<file path="src/rtl/match_flow_controller.sv">
// -----------------------------------------------------------------------------
// match_flow_controller
// Sequences one badminton match: start, serve, rally, point award,
// inter-point pause and match end. Holds both scores and the current server,
// judges the win condition and drives the win levels for settlement logic.
//
// Ports:
//   clk           system clock
//   rst_n         asynchronous reset, active-HIGH (legacy name kept)
//   start         pulse; begins a match from IDLE or FINISHED
//   frame_tick    pulse once per video frame; paces the inter-point pause
//   serve_done    pulse; server struck the shuttle
//   land_valid    pulse; shuttle landed or was faulted
//   land_side     0 = landed on A side (B scores), 1 = landed on B side (A scores)
//   score_a/b     player scores
//   server        0 = A serves, 1 = B serves
//   phase         IDLE=0, SERVE=1, RALLY=2, PAUSE=3, FINISHED=4
//   serve_enable  high only in SERVE
//   player1_win   high while FINISHED and A won
//   player2_win   high while FINISHED and B won
//
// state    | meaning
// ---------+-------------------------------------------------------------
// IDLE     | after reset, waiting for start
// SERVE    | waiting for the server to strike
// RALLY    | shuttle in play, waiting for landing
// PAUSE    | counting frame ticks between points
// FINISHED | match decided, scores and win level held until start
// -----------------------------------------------------------------------------
module match_flow_controller #(
  parameter int WIN_SCORE    = 21,
  parameter int CAP_SCORE    = 30,
  parameter int PAUSE_FRAMES = 60,
  parameter int SCORE_W      = 5
) (
  input  logic               clk,
  input  logic               rst_n,
  input  logic               start,
  input  logic               frame_tick,
  input  logic               serve_done,
  input  logic               land_valid,
  input  logic               land_side,
  output logic [SCORE_W-1:0] score_a,
  output logic [SCORE_W-1:0] score_b,
  output logic               server,
  output logic [2:0]         phase,
  output logic               serve_enable,
  output logic               player1_win,
  output logic               player2_win
);

  typedef enum logic [2:0] {
    IDLE     = 3'd0,
    SERVE    = 3'd1,
    RALLY    = 3'd2,
    PAUSE    = 3'd3,
    FINISHED = 3'd4
  } phase_e;

  localparam int CNT_W = (PAUSE_FRAMES > 1) ? $clog2(PAUSE_FRAMES) : 1;
  localparam logic [CNT_W-1:0]   CNT_LAST = CNT_W'(PAUSE_FRAMES - 1);
  localparam logic [SCORE_W:0]   WIN_X    = (SCORE_W + 1)'(WIN_SCORE);
  localparam logic [SCORE_W-1:0] CAP_S    = SCORE_W'(CAP_SCORE);

  phase_e             state_q, state_d;
  logic [SCORE_W-1:0] score_a_q, score_a_d;
  logic [SCORE_W-1:0] score_b_q, score_b_d;
  logic               server_q, server_d;
  logic               p1_win_q, p1_win_d;
  logic               p2_win_q, p2_win_d;
  logic [CNT_W-1:0]   cnt_q, cnt_d;

  // Point evaluation for the player whose side did not receive the shuttle.
  logic [SCORE_W-1:0] win_new;
  logic [SCORE_W-1:0] opp_score;
  logic [SCORE_W:0]   n_x;
  logic [SCORE_W:0]   o_x;
  logic               is_win;

  always_comb begin
    win_new   = land_side ? (score_a_q + SCORE_W'(1)) : (score_b_q + SCORE_W'(1));
    opp_score = land_side ? score_b_q : score_a_q;
    n_x       = {1'b0, win_new};
    o_x       = {1'b0, opp_score};
    // Lead test written as n >= o + 2 in the widened domain so it cannot wrap.
    is_win    = ((n_x >= WIN_X) && (n_x >= (o_x + (SCORE_W + 1)'(2)))) ||
                (win_new == CAP_S);
  end

  always_ff @(posedge clk or posedge rst_n) begin
    if (rst_n) begin
      state_q   <= IDLE;
      score_a_q <= '0;
      score_b_q <= '0;
      server_q  <= 1'b0;
      p1_win_q  <= 1'b0;
      p2_win_q  <= 1'b0;
      cnt_q     <= '0;
    end else begin
      state_q   <= state_d;
      score_a_q <= score_a_d;
      score_b_q <= score_b_d;
      server_q  <= server_d;
      p1_win_q  <= p1_win_d;
      p2_win_q  <= p2_win_d;
      cnt_q     <= cnt_d;
    end
  end

  always_comb begin
    state_d   = state_q;
    score_a_d = score_a_q;
    score_b_d = score_b_q;
    server_d  = server_q;
    p1_win_d  = p1_win_q;
    p2_win_d  = p2_win_q;
    cnt_d     = cnt_q;

    case (state_q)
      IDLE, FINISHED: begin
        if (start) begin
          state_d   = SERVE;
          score_a_d = '0;
          score_b_d = '0;
          server_d  = 1'b0;
          p1_win_d  = 1'b0;
          p2_win_d  = 1'b0;
        end
      end

      SERVE: begin
        if (serve_done) state_d = RALLY;
      end

      RALLY: begin
        if (land_valid) begin
          if (land_side) score_a_d = win_new;
          else           score_b_d = win_new;
          server_d = ~land_side;
          if (is_win) begin
            state_d  = FINISHED;
            p1_win_d = land_side;
            p2_win_d = ~land_side;
          end else begin
            state_d = PAUSE;
            cnt_d   = '0;
          end
        end
      end

      PAUSE: begin
        if (frame_tick) begin
          if (cnt_q == CNT_LAST) begin
            state_d = SERVE;
            cnt_d   = '0;
          end else begin
            cnt_d = cnt_q + CNT_W'(1);
          end
        end
      end

      default: state_d = IDLE;
    endcase
  end

  assign score_a      = score_a_q;
  assign score_b      = score_b_q;
  assign server       = server_q;
  assign phase        = state_q;
  assign serve_enable = (state_q == SERVE);
  assign player1_win  = p1_win_q;
  assign player2_win  = p2_win_q;

endmodule

</file>
<file path="config.mk">
export PLATFORM = sky130hd
export DESIGN_NAME = match_flow_controller
export DESIGN_NICKNAME = d
export VERILOG_FILES = /design/src/rtl/match_flow_controller.sv
export SDC_FILE = /design/constraint.sdc
export NUM_CORES = 1
export LEC_CHECK = 0
export CAP_MARGIN = 10
export CORE_UTILIZATION = 27
export DETAILED_ROUTE_END_ITERATION = 6
export SKIP_CTS_REPAIR_TIMING = 1
export SYNTH_ARGS = -nofsm -noshare
export SYNTH_HDL_FRONTEND = slang
export SYNTH_SLANG_ARGS = --single-unit
</file>
<file path="constraint.sdc">
create_clock -name clk -period 8.38 [get_ports clk]
set_clock_uncertainty 0.2 [all_clocks]
set_input_delay 1.676 -clock clk [delete_from_list [all_inputs] [get_ports clk]]
set_output_delay 1.676 -clock clk [all_outputs]
set_load 0.01 [all_outputs]
</file>
==> results.toml <==
[status]
status = "completed"

[critical_path]
end_kind = "flip-flop"
cp_max_fo = 31
worst_ep_required_time_ns = 8.32
cp-start-kind = "primary input"
setup.worst_path.class = "primary input to flip-flop"
crit_arrival_ns = 5.08

[power]
p_leak_nw = 0.831
power_w = 0.000419
ir_worst_vdd_uv = 77.6
power.density_mw_per_mm2 = 211

[floorplan]
initial_core_util = 0.280
die_area_mm2 = 0.00645
row_count = 28
ios = 24
coreArea_mm2 = 0.00592
die_h_um = 80.3
die_w_um = 80.3

[clock_network]
cts_root_buffer = "clkbuf_8"
clock-sinks = 22
clk_pin_slew_ns = 0.08
clockBufferDepth = 2
htreeDepth = 1
cts_buffers = 3
tritoncts = "built"
clk_latency_ns = 0.26

[finish]
stdcell_area_mm2 = 0.00198
final_common_cell = "clkdlybuf4s50_1"
fin_nets = 225
layout_common_cells = "clkdlybuf4s50_1, dfrtp_1, nand2_1"
area_delta_synth_final_pct = 19.8
layout-drive-gt1-share = 0.102
insertedDiodeCount = 0

[placed_design]
port_buffers = 23
gp_congestion = 0.815
postPlaceCellArea_mm2 = 0.00194
place_hpwl_um = 2870
pre_cts_slack_ns = 2.99

[synth]
synth.distinct_cells = 49
async_flop_share = 1.00
synth_warnings = 0
yosysSeqAreaShare = 0.332
synth_fp_nets = 204
synth-edff-count = 0
synthFlopType = "dfrtp_1"
synth_seq_cells = 22
syn_area_mm2 = 0.00166
postSynthCellCount = 187
avgSynthCellArea_um2 = 8.86

[drt]
vias = 1458
ant_nets = 0
dr.pass1.iters = 4
drtIter0Drc = 67
wl_um = 3830
via_per_inst = 5.19
remaining_drc_errors = 0
wl_per_cell_um = 13.6

[timing]
layout_setup_ws_ns = 3.25
rsz0062_at_grt = "no"
finalSetupViolations = 0
final.period_utilization = 0.613
tns_ns = 0
worst_pin_slew_ns = 0.830
final.min_clock_period_ns = 5.13
maxSlewHeadroom = 0.446
hold_violations = 0
drv_slew = 0
max_freq_mhz = 195

[grt]
gr-total-overflow = 0
antenna_found_initial = 0
grt_pass1_wl_um = 6350
grt_pass1_vias = 1327
grt_max_degree = 32
grtUsageTotal = 0.124

[hold_path]
hold_path_class = "flip-flop to flip-flop"

[flow_run]
maxCapViolations = 0
-- state kept, by name (all words and copies together) (netlist names) --
signal,cells
phase,3
server,1
score_a,5
player1_win,1
cnt_q,6
score_b,5
player2_win,1
-- kinds of logic (layout without fill, tap and decap cells) --
group,after synthesis,in the layout,share of synthesized area
compound gates,56,56,0.234
mux,10,10,0.0650
simple gates,63,63,0.207
fa+ha+maj,10,10,0.0755
buf+inv,20,39,0.0544
flops,22,22,0.332
xor+xnor,6,6,0.0317
-- worst max-delay path, stage by stage --
cell,delay (ns)
clkdlybuf4s50_1,0.45
buf_4,0.31
mux2i_2,0.37
inv_1,0.15
ha_1,0.37
o21ai_2,0.17
xnor2_1,0.17
inv_1,0.06
ha_1,0.27
o21a_1,0.10
a21oi_1,0.06
or4_4,0.58
a31oi_1,0.24
a21oi_1,0.09
-- final timing paths --
kind | start | end | slack [ns] | cells after the start
max | land_side | phase[0]$_DFFE_PP0P_ | 3.25 | 14
max reg2reg | score_a[0]$_DFFE_PP0P_ | phase[0]$_DFFE_PP0P_ | 5.05 | 12
min | server$_DFFE_PP0P_ | server$_DFFE_PP0P_ | 0.29 | 2
max in group asynchronous | rst_n | phase[1]$_DFFE_PP0P_ | 5.79 | 2
min reg2reg | server$_DFFE_PP0P_ | server$_DFFE_PP0P_ | 0.29 | 2
min in group asynchronous | rst_n | score_b[1]$_DFFE_PP0P_ | 1.68 | 2
-- per-layer routing --
layer	share of wire	global-route usage
met2	0.45	0.189
met3	0.041	0.0227
met1	0.51	0.183
met4	0	0.0196
met5	0	0
-- cell type report --
cell class                 instances  area [µm²]
inverter                          12        45.0
timing repair buffer              24         238
multi-input combinational        145        1020
fill                             626        3940
sequential                        22         551
clock buffer                       3        41.3
tap                               75        93.8
-- stage by stage --
stage / util / std cells / hold WS, ns
final: 0.335 / 281 / 0.285
after global routing: 0.335 / 281 / 0.348
after CTS: 0.335 / 281 / 0.289
after detailed placement: 0.328 / 278 / 0.269
after global placement: 0.328 / 278 / 0.267
after floorplan: - / 187 / 0.310
-- Yosys cell counts (all sizes together) (5+ instances only) --
cell    instances  share of area
nand2          16          0.036
a31o            5          0.026
dfrtp          22           0.33
ha             10          0.076
nor2           12          0.027
o31ai           5          0.023
nand2b          7          0.026
o21ai          14          0.045
inv            12          0.027
nand3           8          0.027
clkbuf          6          0.014
a21oi          10          0.030
mux2i           7          0.045
-- power breakdown --
part / internal, W / total [W] / switching [W]
clock network: 0.0000320 / 0.0000648 / 0.0000328
registers: 0.000132 / 0.000164 / 0.0000319
logic: 0.0000937 / 0.000191 / 0.0000969
(Power assumes the default switching activity.)
